===== src/rtl/match_scoreboard.sv =====
// rtl/match_scoreboard.sv - match controller: round count, saturating per-player scores, champion resolve
module match_scoreboard #(
    parameter int NUM_PLAYERS = 2,
    parameter int MAX_ROUNDS  = 3,
    parameter int WIN_SCORE   = 2,
    parameter int SCORE_W     = 2,
    parameter int RND_W       = $clog2(MAX_ROUNDS + 1)
) (
    input  logic                           clk,
    input  logic                           reset,
    input  logic                           start,
    input  logic                           ack,
    input  logic                           round_done,
    input  logic [NUM_PLAYERS-1:0]         round_winner,
    output logic [RND_W-1:0]               round,
    output logic [NUM_PLAYERS*SCORE_W-1:0] scores,
    output logic                           playing,
    output logic                           match_over,
    output logic [NUM_PLAYERS-1:0]         champion,
    output logic                           illegal_winner,
    output logic                           restartgame
);

    typedef enum logic [1:0] {
        IDLE = 2'd0,
        PLAY = 2'd1,
        OVER = 2'd2
    } state_t;

    localparam logic [SCORE_W-1:0] SC_MAX  = '1;
    localparam logic [SCORE_W-1:0] WIN_SC  = SCORE_W'(WIN_SCORE);
    localparam logic [RND_W-1:0]   MAX_RND = RND_W'(MAX_ROUNDS);

    state_t                           state_q, state_d;
    logic [RND_W-1:0]                 round_q, round_d;
    logic [NUM_PLAYERS*SCORE_W-1:0]   scores_q, scores_d;
    logic [NUM_PLAYERS-1:0]           champion_q, champion_d;
    logic                             illegal_q, illegal_d;
    logic                             restart_q, restart_d;

    logic                             multi_hot;
    logic [SCORE_W-1:0]               sc_upd [NUM_PLAYERS];
    logic [NUM_PLAYERS*SCORE_W-1:0]   scores_upd;
    logic [SCORE_W-1:0]               max_sc;
    logic [NUM_PLAYERS-1:0]           top_mask;
    logic [NUM_PLAYERS-1:0]           win_hit;
    logic [RND_W-1:0]                 round_inc;

    // Candidate scores if the current round_done were accepted; a multi-hot winner scores nobody.
    always_comb begin
        multi_hot  = !$onehot0(round_winner);
        scores_upd = scores_q;
        for (int p = 0; p < NUM_PLAYERS; p++) begin
            sc_upd[p] = scores_q[p*SCORE_W +: SCORE_W];
            if (round_winner[p] && !multi_hot && (sc_upd[p] != SC_MAX)) begin
                sc_upd[p] = sc_upd[p] + 1'b1;
            end
            scores_upd[p*SCORE_W +: SCORE_W] = sc_upd[p];
        end
    end

    // Post-update leader mask and win-threshold hits used by the end-of-match check.
    always_comb begin
        max_sc = '0;
        for (int p = 0; p < NUM_PLAYERS; p++) begin
            if (sc_upd[p] > max_sc) begin
                max_sc = sc_upd[p];
            end
        end
        for (int p = 0; p < NUM_PLAYERS; p++) begin
            top_mask[p] = (sc_upd[p] == max_sc);
            win_hit[p]  = (sc_upd[p] == WIN_SC);
        end
    end

    // Round counter pins at MAX_ROUNDS so it can never wrap.
    assign round_inc = (round_q == MAX_RND) ? round_q : round_q + 1'b1;

    // Next-state and datapath updates; start always wins over ack and round_done.
    always_comb begin
        state_d    = state_q;
        round_d    = round_q;
        scores_d   = scores_q;
        champion_d = champion_q;
        illegal_d  = illegal_q;
        restart_d  = 1'b0;
        if (start) begin
            state_d    = PLAY;
            round_d    = '0;
            scores_d   = '0;
            champion_d = '0;
            illegal_d  = 1'b0;
            restart_d  = 1'b1;
        end else begin
            case (state_q)
                PLAY: begin
                    if (round_done) begin
                        round_d  = round_inc;
                        scores_d = scores_upd;
                        if (multi_hot) begin
                            illegal_d = 1'b1;
                        end
                        if (|win_hit) begin
                            state_d    = OVER;
                            champion_d = win_hit;
                        end else if (round_inc == MAX_RND) begin
                            state_d    = OVER;
                            champion_d = $onehot(top_mask) ? top_mask : '0;
                        end
                    end
                end
                OVER: begin
                    if (ack) begin
                        state_d   = IDLE;
                        restart_d = 1'b1;
                    end
                end
                default: begin
                end
            endcase
        end
    end

    // State and result registers; reset clears everything without a restart pulse.
    always_ff @(posedge clk or negedge reset) begin
        if (!reset) begin
            state_q    <= IDLE;
            round_q    <= '0;
            scores_q   <= '0;
            champion_q <= '0;
            illegal_q  <= 1'b0;
            restart_q  <= 1'b0;
        end else begin
            state_q    <= state_d;
            round_q    <= round_d;
            scores_q   <= scores_d;
            champion_q <= champion_d;
            illegal_q  <= illegal_d;
            restart_q  <= restart_d;
        end
    end

    assign round          = round_q;
    assign scores         = scores_q;
    assign playing        = (state_q == PLAY);
    assign match_over     = (state_q == OVER);
    assign champion       = champion_q;
    assign illegal_winner = illegal_q;
    assign restartgame    = restart_q;

endmodule


===== config.mk =====
export PLATFORM = sky130hd
export DESIGN_NAME = match_scoreboard
export DESIGN_NICKNAME = d
export VERILOG_FILES = /design/src/rtl/match_scoreboard.sv
export SDC_FILE = /design/constraint.sdc
export NUM_CORES = 1
export LEC_CHECK = 0
export ABC_AREA = 1
export CORE_ASPECT_RATIO = 1.4
export CORE_MARGIN = 2
export CORE_UTILIZATION = 25
export DETAILED_ROUTE_END_ITERATION = 10
export PLACE_DENSITY = 0.52
export SLEW_MARGIN = 20
export SYNTH_ARGS = -nofsm -noshare
export SYNTH_HDL_FRONTEND = slang
export SYNTH_SLANG_ARGS = --single-unit

===== constraint.sdc =====
create_clock -name clk -period 3.4 [get_ports clk]
set_input_delay 0.34 -clock clk [delete_from_list [all_inputs] [get_ports clk]]
set_output_delay 0.34 -clock clk [all_outputs]
set_load 0.005 [all_outputs]

==> impl_metrics.xml <==
<?xml version="1.0" encoding="UTF-8"?>
<metrics>
  <group name="synth">
    <metric name="asyncSetResetFlopFracSynth" unit="%">100</metric>
    <metric name="netlist-cell-type-count" unit="">22</metric>
    <metric name="post_synth_instance_area" unit="µm²">910</metric>
    <metric name="post-synth-top-area-fraction" unit="%">33.0</metric>
    <metric name="synth.most_common_cell" unit="">nand2_1</metric>
    <metric name="dominantRegCellSynth" unit="">dfrtp_1</metric>
    <metric name="post_synth.cell_area_avg" unit="µm²">7.46</metric>
    <metric name="synth_seq_cells" unit="">12</metric>
    <metric name="number_of_enable_flip_flop_cells_after_synthesis" unit="">0</metric>
    <metric name="mappedNetlistNets" unit="">135</metric>
    <metric name="synth-seq-area-share" unit="%">33.0</metric>
    <metric name="ys_top_cells_by_area" unit="">dfrtp_1, nand2_1, ha_1</metric>
    <metric name="syn_inst" unit="">122</metric>
    <metric name="ys_warn_count" unit="">0</metric>
    <metric name="synth_area_leader_cell" unit="">dfrtp_1</metric>
    <metric name="netlist_top_cells_count" unit="">nand2_1, inv_1, dfrtp_1</metric>
  </group>
  <group name="final_layout">
    <metric name="syn2layout_area_growth" unit="%">29.8</metric>
    <metric name="num-nets-final" unit="">158</metric>
    <metric name="fill_cells" unit="">390</metric>
    <metric name="antenna_cells_inserted" unit="">0</metric>
    <metric name="instances_no_fill" unit="">183</metric>
    <metric name="drive_gt1_share" unit="%">19.6</metric>
  </group>
  <group name="min_path">
    <metric name="min-delay-path-class" unit="">input port to asynchronous set/reset pin</metric>
  </group>
  <group name="routing">
    <metric name="post_drt_wl_per_cell" unit="µm">11.2</metric>
    <metric name="drtAntennaViolNets" unit="">0</metric>
    <metric name="routed_via_density" unit="">4.62</metric>
    <metric name="wl" unit="µm">2050</metric>
    <metric name="num_vias" unit="">846</metric>
    <metric name="detail_route.first_pass.iterations" unit="">4</metric>
    <metric name="drcViolationCount" unit="">0</metric>
    <metric name="detail_route.iter0.violations" unit="">15</metric>
  </group>
  <group name="clocking">
    <metric name="h-tree-depth" unit="">1</metric>
    <metric name="cts_hold_buf" unit="">0</metric>
    <metric name="clk_pin_slew" unit="ps">50</metric>
    <metric name="post-cts-setup-buffer-count" unit="">0</metric>
    <metric name="cts_tree" unit="">yes</metric>
    <metric name="tritoncts.num_buffers" unit="">3</metric>
    <metric name="clock_tree.buffer_depth" unit="">2</metric>
    <metric name="cts_sinks" unit="">12</metric>
    <metric name="cts_resized" unit="">0</metric>
    <metric name="cts.root.buffer_cell" unit="">clkbuf_8</metric>
    <metric name="clock_insertion_delay_worst_skew" unit="ps">240</metric>
  </group>
  <group name="worst_setup_path">
    <metric name="crit_arrival" unit="ps">2440</metric>
    <metric name="critical_path_required" unit="ps">3530</metric>
    <metric name="timing.critical_path.from_type" unit="">flop</metric>
    <metric name="cp_max_fo" unit="">5</metric>
    <metric name="endpoint_kind" unit="">flop</metric>
    <metric name="timing_worst_setup_path_type" unit="">flop to flop</metric>
    <metric name="r2r_cells" unit="">18</metric>
  </group>
  <group name="power">
    <metric name="power_switching" unit="µW">133</metric>
    <metric name="clkPwrFrac" unit="%">31.1</metric>
    <metric name="max-vdd-ir-drop" unit="mV">0.128</metric>
    <metric name="power.static_leakage" unit="nW">0.586</metric>
    <metric name="powerDensity" unit="nW/µm²">353</metric>
    <metric name="proportion_of_total_power_due_to_net_switching" unit="%">31.9</metric>
    <metric name="seq_power_share" unit="%">38.3</metric>
    <metric name="internal_power" unit="µW">284</metric>
    <metric name="combinational_power_share" unit="%">30.6</metric>
  </group>
  <group name="job">
    <metric name="max_cap_viol_count" unit="">0</metric>
  </group>
  <group name="timing">
    <metric name="tightestPinTransition" unit="ps">574</metric>
    <metric name="setup_viol" unit="">0</metric>
    <metric name="report.final.hold_viol_count" unit="">0</metric>
    <metric name="relSlewSlack" unit="%">61.6</metric>
    <metric name="final_period_minus_worst_setup_slack" unit="ps">2310</metric>
    <metric name="final.setup.tns" unit="ps">0</metric>
    <metric name="clock-skew-final" unit="ps">1.13</metric>
    <metric name="final_cycle_utilization_of_the_critical_path" unit="%">67.8</metric>
    <metric name="rsz0062_at_grt" unit="">no</metric>
    <metric name="slew_violations" unit="">0</metric>
    <metric name="max_freq" unit="MHz">434</metric>
  </group>
  <group name="floorplanning">
    <metric name="num_io_pins" unit="">19</metric>
    <metric name="die-area" unit="µm²">4140</metric>
    <metric name="dieWidth" unit="µm">55.0</metric>
    <metric name="num_rows" unit="">25</metric>
    <metric name="core-area" unit="µm²">3440</metric>
    <metric name="chipHeight" unit="µm">75.4</metric>
    <metric name="initial_core_util" unit="%">26.4</metric>
  </group>
  <group name="place">
    <metric name="numPlacedInstances" unit="">180</metric>
    <metric name="dp_hpwl" unit="µm">1680</metric>
    <metric name="global_placement_routability_congestion" unit="">0.887</metric>
    <metric name="place.port_buffers" unit="">18</metric>
  </group>
  <group name="global_route">
    <metric name="grt.total_usage" unit="%">11.5</metric>
    <metric name="number_of_global_route_vias_before_repair" unit="">811</metric>
    <metric name="grt_overflow" unit="">0</metric>
    <metric name="grt_pass1_wl" unit="µm">3490</metric>
    <metric name="largest_net_degree_at_the_start_of_global_routing" unit="">13</metric>
    <metric name="antenna_found_initial" unit="">0</metric>
  </group>
  <group name="status">
    <metric name="result_of_the_run" unit="">completed</metric>
  </group>
</metrics>
==> worst max-delay path: stages, from the launching register on <==
cell	delay (ps)
dfrtp_1	420
ha_1	220
nor2_2	160
nand2_2	120
o21ai_4	210
inv_2	80
ha_1	290
nand2_1	70
nand2_1	40
nand2_1	110
inv_1	60
nand2_1	60
nand2_1	40
nand2_1	80
nand2_1	50
nand2_1	50
nand2_1	40
nand2_1	50
nand2_1	50
==> cell type report <==
cell class / count / area (µm²) / share of cell area (%)
clock buffers: 3 / 41.3 / 3.50
inverters: 24 / 93.8 / 7.94
multi-input cells: 86 / 515 / 43.6
flip-flops and latches: 12 / 300 / 25.4
well taps: 40 / 50.0 / 4.24
repair buffers: 18 / 180 / 15.3
==> layer usage <==
metal / share of wire [%] / global-route usage [%] / up-vias
met3: 3.9 / 1.18 / 4
met4: 2.2 / 5.69 / 0
li1: - / - / 427
met5: 0 / 0 / -
met2: 52 / 20.6 / 14
met1: 42 / 13.3 / 401
==> power groups by stage <==
stage                     logic, mW  clock network [mW]  registers [mW]
after floorplan              0.0814                   0           0.162
after global placement        0.127                   0           0.162
after detailed placement      0.129                   0           0.162
after CTS                     0.130               0.134           0.160
after global routing          0.145               0.140           0.161
final                         0.127               0.130           0.160
==> stage by stage <==
stage / hold WS, ps / cell area, µm² / utilization, % / setup WS [ps] / power [mW]
final: 468 / 1180 / 34.3 / 1090 / 0.417
after global routing: 523 / 1180 / 34.3 / 877 / 0.446
after floorplan: 44.4 / 910 / - / 1260 / 0.243
after CTS: 488 / 1180 / 34.3 / 1080 / 0.423
after global placement: 473 / 1140 / 33.1 / 903 / 0.289
after detailed placement: 475 / 1140 / 33.1 / 847 / 0.291
==> cell usage in the layout (no fill, tap or decap) <==
cell              n
nand2_1          33
inv_1            18
clkdlybuf4s50_1  18
dfrtp_1          12
nand3_1          11
ha_1              6
nor2_1            5
nand2_4           5
inv_2             4
nand3_2           4
nand2_2           4
o21ai_1           3
a31oi_1           3
clkbuf_8          3
nor2_2            2
o21ai_0           2
a21oi_2           2
o22ai_1           2
o21ai_4           1
o21ai_2           1
inv_4             1
clkinv_2          1
nor3_1            1
a21oi_1           1
==> cells by family after synthesis <==
kind of cell / Yosys count / share of synthesized area (%)
compound gates: 15 / 11.4
fa+ha+maj: 6 / 8.25
buf+inv: 24 / 10.3
flops: 12 / 33.0
simple gates: 65 / 37.0
==> sequential cells by signal, indices dropped and copies added, names as in the netlist <==
name	cells
scores	4
champion	2
round	2
state_q	2
illegal_winner	1
restartgame	1
==> final timing paths <==
| kind | startpoint | endpoint | slack (ps) |
|---|---|---|---|
| worst max-delay path | scores[0]$_DFFE_PN0P_ | champion[1]$_DFFE_PN0P_ | 1090 |
| worst min-delay path | reset | restartgame$_DFF_PN0_ | 470 |
| worst max register to register | scores[0]$_DFFE_PN0P_ | champion[1]$_DFFE_PN0P_ | 1090 |
| worst min register to register | champion[1]$_DFFE_PN0P_ | champion[1]$_DFFE_PN0P_ | 480 |
| max in group asynchronous | reset | round[0]$_DFFE_PN0P_ | 2560 |
| min in group clk | champion[1]$_DFFE_PN0P_ | champion[1]$_DFFE_PN0P_ | 480 |
Note: power is estimated with default switching activity, not from simulation.
